==> config.mk <==
export PLATFORM = sky130hd
export DESIGN_NAME = debounce
export DESIGN_NICKNAME = d
export VERILOG_FILES = /design/src/rtl/debounce.sv
export SDC_FILE = /design/constraint.sdc
export NUM_CORES = 1
export LEC_CHECK = 0
export ABC_AREA = 1
export ABC_CLOCK_PERIOD_IN_PS = 2000
export CAP_MARGIN = 40
export CORE_UTILIZATION = 50
export DETAILED_ROUTE_END_ITERATION = 8
export HOLD_SLACK_MARGIN = 0.02
export PLACE_DENSITY = 0.68
export SYNTH_ARGS = -nofsm -noshare
export SYNTH_HDL_FRONTEND = slang
export SYNTH_SLANG_ARGS = --single-unit
==> constraint.sdc <==
create_clock -name i_clk -period 2 [get_ports i_clk]
set_input_delay 0.3 -clock i_clk [delete_from_list [all_inputs] [get_ports i_clk]]
set_output_delay 0.3 -clock i_clk [all_outputs]
set_load 0.01 [all_outputs]
==> src/rtl/debounce.sv <==
// Switch debouncer: two-flop synchronizer feeding a four-state stability timer.
// Define DEBOUNCE_TOGGLE_EN to make o_led toggle on each accepted press instead of following the level.
module debounce #(
   parameter int DEBOUNCE_CYCLES = 1000000
) (
   input  logic i_clk,
   input  logic i_reset,
   input  logic i_sw,
   output logic o_led,
   output logic o_press,
   output logic o_release,
   output logic o_busy
);

   localparam int CW = $clog2(DEBOUNCE_CYCLES);
   // The sample that moves the FSM into a timing state is the first stable cycle,
   // so the timing state only needs DEBOUNCE_CYCLES-1 further confirming samples.
   localparam logic [CW-1:0] LAST = CW'(DEBOUNCE_CYCLES - 2);

   typedef enum logic [1:0] {
      S_LOW,
      S_RISING,
      S_HIGH,
      S_FALLING
   } state_t;

   state_t state;
   state_t state_next;
   logic [CW-1:0] count;
   logic [CW-1:0] count_next;
   logic sync_meta;
   logic sync;
   logic press_next;
   logic release_next;

   always_ff @(posedge i_clk) begin
      if (i_reset) begin
         sync_meta <= 1'b0;
         sync      <= 1'b0;
      end else begin
         sync_meta <= i_sw;
         sync      <= sync_meta;
      end
   end

   always_ff @(posedge i_clk) begin
      if (i_reset) begin
         state <= S_LOW;
         count <= '0;
      end else begin
         state <= state_next;
         count <= count_next;
      end
   end

   always_comb begin
      state_next   = state;
      count_next   = count;
      press_next   = 1'b0;
      release_next = 1'b0;
      case (state)
         S_LOW: begin
            if (sync) begin
               state_next = S_RISING;
               count_next = '0;
            end
         end
         S_RISING: begin
            if (!sync) begin
               state_next = S_LOW;
               count_next = '0;
            end else if (count == LAST) begin
               state_next = S_HIGH;
               count_next = '0;
               press_next = 1'b1;
            end else begin
               count_next = count + 1'b1;
            end
         end
         S_HIGH: begin
            if (!sync) begin
               state_next = S_FALLING;
               count_next = '0;
            end
         end
         S_FALLING: begin
            if (sync) begin
               state_next = S_HIGH;
               count_next = '0;
            end else if (count == LAST) begin
               state_next   = S_LOW;
               count_next   = '0;
               release_next = 1'b1;
            end else begin
               count_next = count + 1'b1;
            end
         end
         default: begin
            state_next = S_LOW;
            count_next = '0;
         end
      endcase
   end

   // Outputs are registered from the next-state decode so they line up with the state register.
   always_ff @(posedge i_clk) begin
      if (i_reset) begin
         o_led     <= 1'b0;
         o_press   <= 1'b0;
         o_release <= 1'b0;
         o_busy    <= 1'b0;
      end else begin
         o_press   <= press_next;
         o_release <= release_next;
         o_busy    <= (state_next == S_RISING) || (state_next == S_FALLING);
`ifdef DEBOUNCE_TOGGLE_EN
         if (press_next) begin
            o_led <= ~o_led;
         end
`else
         o_led     <= (state_next == S_HIGH) || (state_next == S_FALLING);
`endif
      end
   end

endmodule

==> flow_metrics.tcl, run 1 <==
set metrics [dict create \
    hold_violations 0 \
    drive_gt1_frac 0.0786 \
    endpoint_kind "flip-flop" \
    clock.fmax_mhz 602 \
    crit_arrival_ns 1.91 \
    io_pins 7 \
    synthDistinctLibCells 28 \
    num_vias 1392 \
    ant_nets 0 \
    syn_area_sq_um 1460 \
    post_cts_buffers 0 \
    synthTopCellsByArea "dfxtp_1 37%, nand2_1 19%, a21oi_1 6.2%" \
    cts_buffers 3 \
    drv_slew 0 \
    grt_max_degree 19 \
    clkTransAtPathRegs_ns 0.15 \
    clk_path_buf_depth 2 \
    post_cts_resized 0 \
    synth-seq-cells 27 \
    final_cell_mix "74 x nand2_1, 27 x dfxtp_1, 24 x nor2_1" \
    synthAdderAreaFrac 0.0172 \
    htree_num_levels 1 \
    clk_latency_ns 0.33 \
    rsz0062_at_grt "false" \
    p_leak_uw 0.000538 \
    grt_pass1_wl_microns 5440 \
    crit_buf_inv 0 \
    required_ns 2.25 \
    clkSinkCount 27 \
    hold_buffers 0 \
    r2r-start "count[1]" \
    slowest_stage "dfxtp_1" \
    cp_top_family "simple AND/OR/NAND/NOR gates" \
    final_common_cell "nand2_1" \
    drc 0 \
    drt_first_pass_iters 4 \
    portBuffers 6 \
    finClkSkew_ns 0.0109 \
    drv_cap 0 \
    p_per_area_nw_per_um2 518 \
    yosysSeqAreaShare 0.371 \
    critPathMaxFanout 4 \
    cts-root-buf "clkbuf_4" \
    hpwl_microns 2290 \
    antenna_found_initial 0 \
    synth_compound_area_frac 0.117 \
    hp-class "reg -> reg" \
    yosys-mux-area-fraction 0 \
    hp-start "sync_meta" \
    rows 19 \
    cp-startpoint "count[1]" \
    setup_viol 0 \
    worst_pin_slew_ns 0.305 \
    start_util 0.529 \
    cp-start-kind "flip-flop" \
    period_needed_ns 1.66 \
    fin_setup_tns_ns 0 \
    critPathKind "reg -> reg" \
    fp.dieH_microns 56.0 \
    holdWs_ns 0.422 \
    drtIter0Drc 50 \
    grt_pass1_vias 1276 \
    yosys_warnings 0 \
    slowest_delay_ns 0.43 \
    slew_headroom 0.796 \
    synthCells 221 \
    totalWireLength_microns 3050 \
    grtUsageTotal 0.216 \
    cts_tree "built" \
    vias_per_cell 5.35 \
    areaGrowthSynthToFinish_pct 7.64 \
    synth_top_area_cell "dfxtp_1" \
    antenna_cells 0 \
    grt_overflow_total 0 \
    die_width_microns 56.0 \
    synth-simple-area-share 0.373 \
    core_area_sq_um 2760 \
    place_congestion 0.949 \
    dpl_cell_area_sq_um 1540 \
    yosysTopAreaCellShare 0.371 \
    dieArea_sq_um 3140 \
    avgSynthCellArea_sq_um 6.60 \
    min_period_over_period 0.830 \
    syn_nets 226 \
    wire_per_inst_microns 11.7 \
    synthXorXnorAreaFrac 0.0421 \
    crit_chain "ha_1 > nand2_1 > nor2_2 > nand2_1 > nor2_2 > nand3_1 > nand3_1 > nand2_1 > nand2_1 > nor2_1" \
    nNetsFinal 235 \
    cp_common_cell "nand2_1" \
    vdd_drop_max_mv 0.470 \
    synth_top_family_by_area "simple AND/OR/NAND/NOR gates" \
    fin_area_sq_um 1570 \
    status "finished clean" \
]
[layer usage]
| metal | GRT usage | share of wire | vias to the layer above |
|---|---|---|---|
| met3 | 0.0256 | 0.034 | 5 |
| met2 | 0.344 | 0.46 | 32 |
| met5 | 0 | 0 | - |
| li1 | - | - | 715 |
| met4 | 0.115 | 0.015 | 0 |
| met1 | 0.288 | 0.49 | 640 |
[registers in the layout (all words and copies together) (netlist names)]
signal and cells:
count 20, state 1, sync 1, o_led 1, o_busy 1, o_press 1
o_release 1, sync_meta 1
[final cells by class]
| cell class | count | area [sq um] |
|---|---|---|
| repair buffers | 7 | 67.6 |
| well taps | 31 | 38.8 |
| clock inverters | 1 | 5.00 |
| multi-input cells | 166 | 801 |
| clock buffers | 3 | 22.5 |
| fillers | 279 | 1190 |
| flip-flops and latches | 27 | 541 |
| inverters | 25 | 93.8 |
[worst register-to-register path: cells and delay by family (launching register included)]
family,cells,cell delay [ns]
simple gates,9,0.93
flops,1,0.43
fa+ha+maj,1,0.24
[power breakdown]
part           total [uW]  switching, uW  internal (uW)
Sequential            541          0.772            541
Clock                 238            163           75.1
Combinational        33.9           23.1           10.8
Total                 813            186            626
[synth_stat cells]
| cell | n |
|---|---|
| nor3_2 | 1 |
| a21oi_1 | 18 |
| nor3_1 | 1 |
| or2_4 | 1 |
| inv_2 | 2 |
| nand2_2 | 1 |
| buf_6 | 1 |
| nand3_1 | 12 |
| a21oi_2 | 1 |
| nor2_1 | 24 |
| buf_4 | 1 |
| o21bai_1 | 1 |
| nand2_1 | 74 |
| a21oi_4 | 1 |
| xnor2_1 | 2 |
| xor2_1 | 5 |
| clkinv_1 | 1 |
| ha_1 | 2 |
| o21ai_0 | 7 |
| a21o_1 | 1 |
| inv_1 | 22 |
| nand3b_1 | 1 |
| clkbuf_1 | 1 |
| nand4_1 | 6 |
| nand3_2 | 1 |
| nor2_2 | 5 |
| o21ai_1 | 1 |
| dfxtp_1 | 27 |
[worst paths after layout]
kind,endpoint,slack (ns),cells after the start
setup / recovery,count[16],0.34,10
hold / removal,sync,0.42,2
setup reg to reg,count[16],0.34,10
hold reg to reg,sync,0.42,2
[through the flow]
stage / total power (uW) / utilization / std cells / worst slack [ns]
5_1_grt: 845 / 0.569 / 260 / 0.129
2_1_floorplan: 575 / - / 221 / 0.606
6_report: 813 / 0.569 / 260 / 0.340
3_5_place_dp: 587 / 0.559 / 256 / 0.366
4_1_cts: 826 / 0.569 / 260 / 0.340
3_3_place_gp: 587 / 0.559 / 256 / 0.396
[kinds of logic after synthesis]
logic type      Yosys count
buf+inv                  28
simple gates            127
compound gates           30
xor+xnor                  7
flops                    27
fa+ha+maj                 2
(Power assumes the default switching activity.)
==> run 2: changes to the inputs <==
Settings changed: ABC_CLOCK_PERIOD_IN_PS 2000 to 1600.
Clock period 2 ns to 1.6 ns, I/O delays scaled along.
==> flow_metrics.tcl, run 2 (synthesis results as in run 1) <==
set metrics [dict create \
    totalWireLength_microns 3030 \
    core_area_sq_um 2760 \
    p_leak_uw 0.000557 \
    critPathMaxFanout 4 \
    drtIter0Drc 29 \
    antenna_found_initial 0 \
    cts_tree "built" \
    grtUsageTotal 0.215 \
    cts-root-buf "clkbuf_4" \
    io_pins 7 \
    post_cts_resized 1 \
    hp-class "in -> reg" \
    final_util 0.587 \
    portBuffers 6 \
    die_width_microns 56.0 \
    critPathKind "reg -> reg" \
    crit_arrival_ns 1.79 \
    antenna_cells 0 \
    htree_num_levels 1 \
    hold_violations 0 \
    instances_no_fill 263 \
    vias_per_cell 5.25 \
    ant_nets 0 \
    drive_gt1_frac 0.116 \
    cp-start-kind "flip-flop" \
    endpoint_kind "flip-flop" \
    clk_path_buf_depth 2 \
    clkSinkCount 27 \
    final_common_cell "nand2_1" \
    num_vias 1380 \
    dieArea_sq_um 3140 \
    p_per_area_nw_per_um2 627 \
    cts_buffers 3 \
    period_needed_ns 1.53 \
    finClkSkew_ns 0.0119 \
    clock.fmax_mhz 655 \
    post_cts_buffers 0 \
    hold_buffers 0 \
    vdd_drop_max_mv 0.640 \
    min_period_over_period 0.955 \
    drt_first_pass_iters 4 \
    grt_pass1_wl_microns 5370 \
    slew_headroom 0.791 \
    place_congestion 0.877 \
    required_ns 1.86 \
    grt_overflow_total 0 \
    clk_latency_ns 0.33 \
    final_cell_mix "73 x nand2_1, 24 x nor2_1, 23 x dfxtp_1" \
    nNetsFinal 238 \
    clkTransAtPathRegs_ns 0.15 \
    setup_viol 0 \
    areaGrowthSynthToFinish_pct 11.1 \
    dp.cells 259 \
    grt_max_degree 19 \
    drc 0 \
    status "finished clean" \
    grt_pass1_vias 1251 \
    regMostFlops "count" \
    drv_cap 0 \
    start_util 0.529 \
    largest_reg_flops 20 \
    rows 19 \
    fp.dieH_microns 56.0 \
    wire_per_inst_microns 11.5 \
    worst_pin_slew_ns 0.312 \
    hpwl_microns 2240 \
    drv_slew 0 \
]
-- run 2: changes by cell type in the layout (fill, tap and decap cells not counted) --
cell	before	now
buf_4	1	4
dfxtp_1	27	23
dfxtp_2	0	4
inv_1	22	21
inv_2	2	3
nand2_1	74	73
nand2_2	1	2
nor2_2	5	1
nor2_4	0	4
-- run 2: worst max-delay path, stage by stage, from the launching register on --
cell,delay (ns)
dfxtp_2,0.39
ha_1,0.20
nand2_1,0.11
nor2_4,0.14
nand2_2,0.12
nor2_1,0.15
xor2_1,0.16
nand2_1,0.06
a21oi_1,0.13
-- run 2: layout make-up --
class                      count  area (sq um)
inverter                      25          93.8
sequential                    27           546
multi-input combinational    166           823
tap                           31          38.8
clock inverter                 1          5.00
clock buffer                   3          22.5
fill                         272          1140
timing repair buffer          10          90.1
-- run 2: stage by stage --
step           hold slack [ns]  setup TNS, ns  instance area, sq um  worst slack [ns]  total power (uW)
2_1_floorplan            0.309              0                  1460             0.206               718
3_3_place_gp             0.397        -0.0254                  1560           -0.0254               734
3_5_place_dp             0.410        -0.0265                  1560           -0.0206               735
4_1_cts                  0.406              0                  1590            0.0102              1030
5_1_grt                  0.447       -0.00836                  1620          -0.00489              1060
6_report                 0.407              0                  1620            0.0725              1010
-- run 2: final timing paths --
path / start / endpoint / slack (ns) / cells past startpoint
worst max-delay path: count[1] / count[10] / 0.07 / 8
worst min-delay path: i_sw / sync_meta / 0.41 / 3
worst max register to register: count[1] / count[10] / 0.07 / 8
worst min register to register: sync_meta / sync / 0.43 / 2
-- run 2: layer usage --
| metal | wire length (microns) | track usage |
|---|---|---|
| met1 | 1510 | 0.300 |
| met2 | 1320 | 0.333 |
| met3 | 148 | 0.0209 |
| met4 | 52 | 0.101 |
| met5 | 0 | 0 |
-- run 2: where the power goes --
| group | internal [uW] | total (uW) | switching [uW] |
|---|---|---|---|
| Sequential | 676 | 677 | 1.03 |
| Clock | 93.9 | 295 | 201 |
| Combinational | 13.6 | 43.4 | 29.7 |
| Total | 783 | 1010 | 231 |
==> run 3: changes to the inputs <==
==> constraint.sdc (replaced) <==
create_clock -name i_clk -period 1.6 [get_ports i_clk]
set_input_delay 0.32 -clock i_clk [delete_from_list [all_inputs] [get_ports i_clk]]
set_output_delay 0.32 -clock i_clk [all_outputs]
set_load 0.01 [all_outputs]
==> flow_metrics.tcl, run 3 (synthesis results as in run 1) <==
set metrics [dict create \
    core_area_sq_um 2760 \
    hp-class "reg -> reg" \
    clock.fmax_mhz 649 \
    final_common_cell "nand2_1" \
    cp_top_family "buffers and inverters" \
    grtUsageTotal 0.205 \
    instances_no_fill 263 \
    areaGrowthSynthToFinish_pct 11.1 \
    rsz0062_at_grt "true" \
    worst_pin_slew_ns 0.293 \
    clk_latency_ns 0.34 \
    wire_per_inst_microns 11.8 \
    crit_chain "clkdlybuf4s50_1" \
    final_util 0.587 \
    num_vias 1344 \
    slowest_delay_ns 0.53 \
    power_uw 1020 \
    grt_pass1_wl_microns 5150 \
    setup_viol 0 \
    vdd_drop_max_mv 0.460 \
    cts_tree "built" \
    drv_cap 0 \
    clkTransAtPathRegs_ns 0.15 \
    crit_arrival_ns 1.22 \
    htree_num_levels 1 \
    grt_pass1_vias 1173 \
    cts-root-buf "clkbuf_4" \
    fin_setup_tns_ns 0 \
    slowest_stage "clkdlybuf4s50_1" \
    fillers 264 \
    clk_path_buf_depth 2 \
    nNetsFinal 238 \
    antenna_found_initial 0 \
    final_cell_mix "73 x nand2_1, 24 x nor2_1, 23 x dfxtp_1" \
    drtIter0Drc 48 \
    finClkSkew_ns 0.0138 \
    regMostFlops "count" \
    drv_slew 0 \
    portBuffers 6 \
    period_needed_ns 1.54 \
    hpwl_microns 2270 \
    drive_gt1_frac 0.116 \
    grt_overflow_total 0 \
    hold_violations 0 \
    drc 0 \
    hold_buffers 0 \
    start_util 0.529 \
    ant_nets 0 \
    post_cts_buffers 0 \
    required_ns 1.28 \
    critPathKind "reg -> out" \
    largest_reg_flops 20 \
    fp.dieH_microns 56.0 \
    endpoint_kind "primary output" \
    status "finished clean" \
    antenna_cells 0 \
    vias_per_cell 5.11 \
    totalWireLength_microns 3100 \
    clkSinkCount 27 \
    slew_headroom 0.804 \
    dieArea_sq_um 3140 \
    p_per_area_nw_per_um2 633 \
    dp.cells 259 \
    drt_first_pass_iters 4 \
    place_congestion 0.843 \
    io_pins 7 \
    grt_max_degree 19 \
    cts_buffers 3 \
    post_cts_resized 1 \
    cp-start-kind "flip-flop" \
    critPathMaxFanout 2 \
    crit_buf_inv 1 \
    min_period_over_period 0.963 \
    rows 19 \
    p_leak_uw 0.000552 \
    die_width_microns 56.0 \
]
run 3: changes by cell type in the layout (fill, tap and decap cells not counted), sizes merged:
cell	delta
clkinvlp	+1
clkinv	-1
run 3: layer usage:
layer / share of wire / vias up / GRT usage / routed length (microns)
li1: - / 718 / - / -
met1: 0.48 / 596 / 0.284 / 1490
met2: 0.46 / 25 / 0.332 / 1430
met3: 0.041 / 5 / 0.0209 / 127
met4: 0.015 / 0 / 0.0732 / 45
met5: 0 / - / 0 / 0
run 3: report_power, final:
part	switching, uW	internal (uW)
Combinational	29.0	13.7
Clock	209	95.9
Sequential	1.18	676
Total	239	785
run 3: final timing paths:
path / cells past startpoint / end / slack, ns / startpoint
setup / recovery: 1 / o_busy / 0.06 / o_busy
hold / removal: 2 / sync / 0.42 / sync_meta
setup reg to reg: 10 / count[16] / 0.11 / count[1]
hold reg to reg: 2 / sync / 0.42 / sync_meta
run 3: stage by stage:
step	setup slack [ns]	area [sq um]	hold WS, ns
floorplan	0.206	1460	0.388
global placement	-0.0113	1560	0.390
detailed placement	-0.0159	1560	0.396
CTS	0.00820	1600	0.416
global route	-0.0375	1620	0.448
finish	0.0596	1620	0.416
run 3: area by class of cell:
class,count,area [sq um],area share
sequential,27,546,0.337
tap,31,38.8,0.0240
clock buffer,3,22.5,0.0139
inverter,25,96.3,0.0595
clock inverter,1,7.51,0.00464
multi-input combinational,166,818,0.505
timing repair buffer,10,90.1,0.0556
run 3: worst register-to-register path, stage by stage, from the launching register on:
cell     delay [ns]
dfxtp_2        0.39
ha_1           0.19
nand2_1        0.11
nor2_4         0.14
nand2_2        0.12
nor2_4         0.14
nand3_1        0.09
nand3_1        0.08
nand2_1        0.05
nand2_1        0.06
nor2_1         0.05
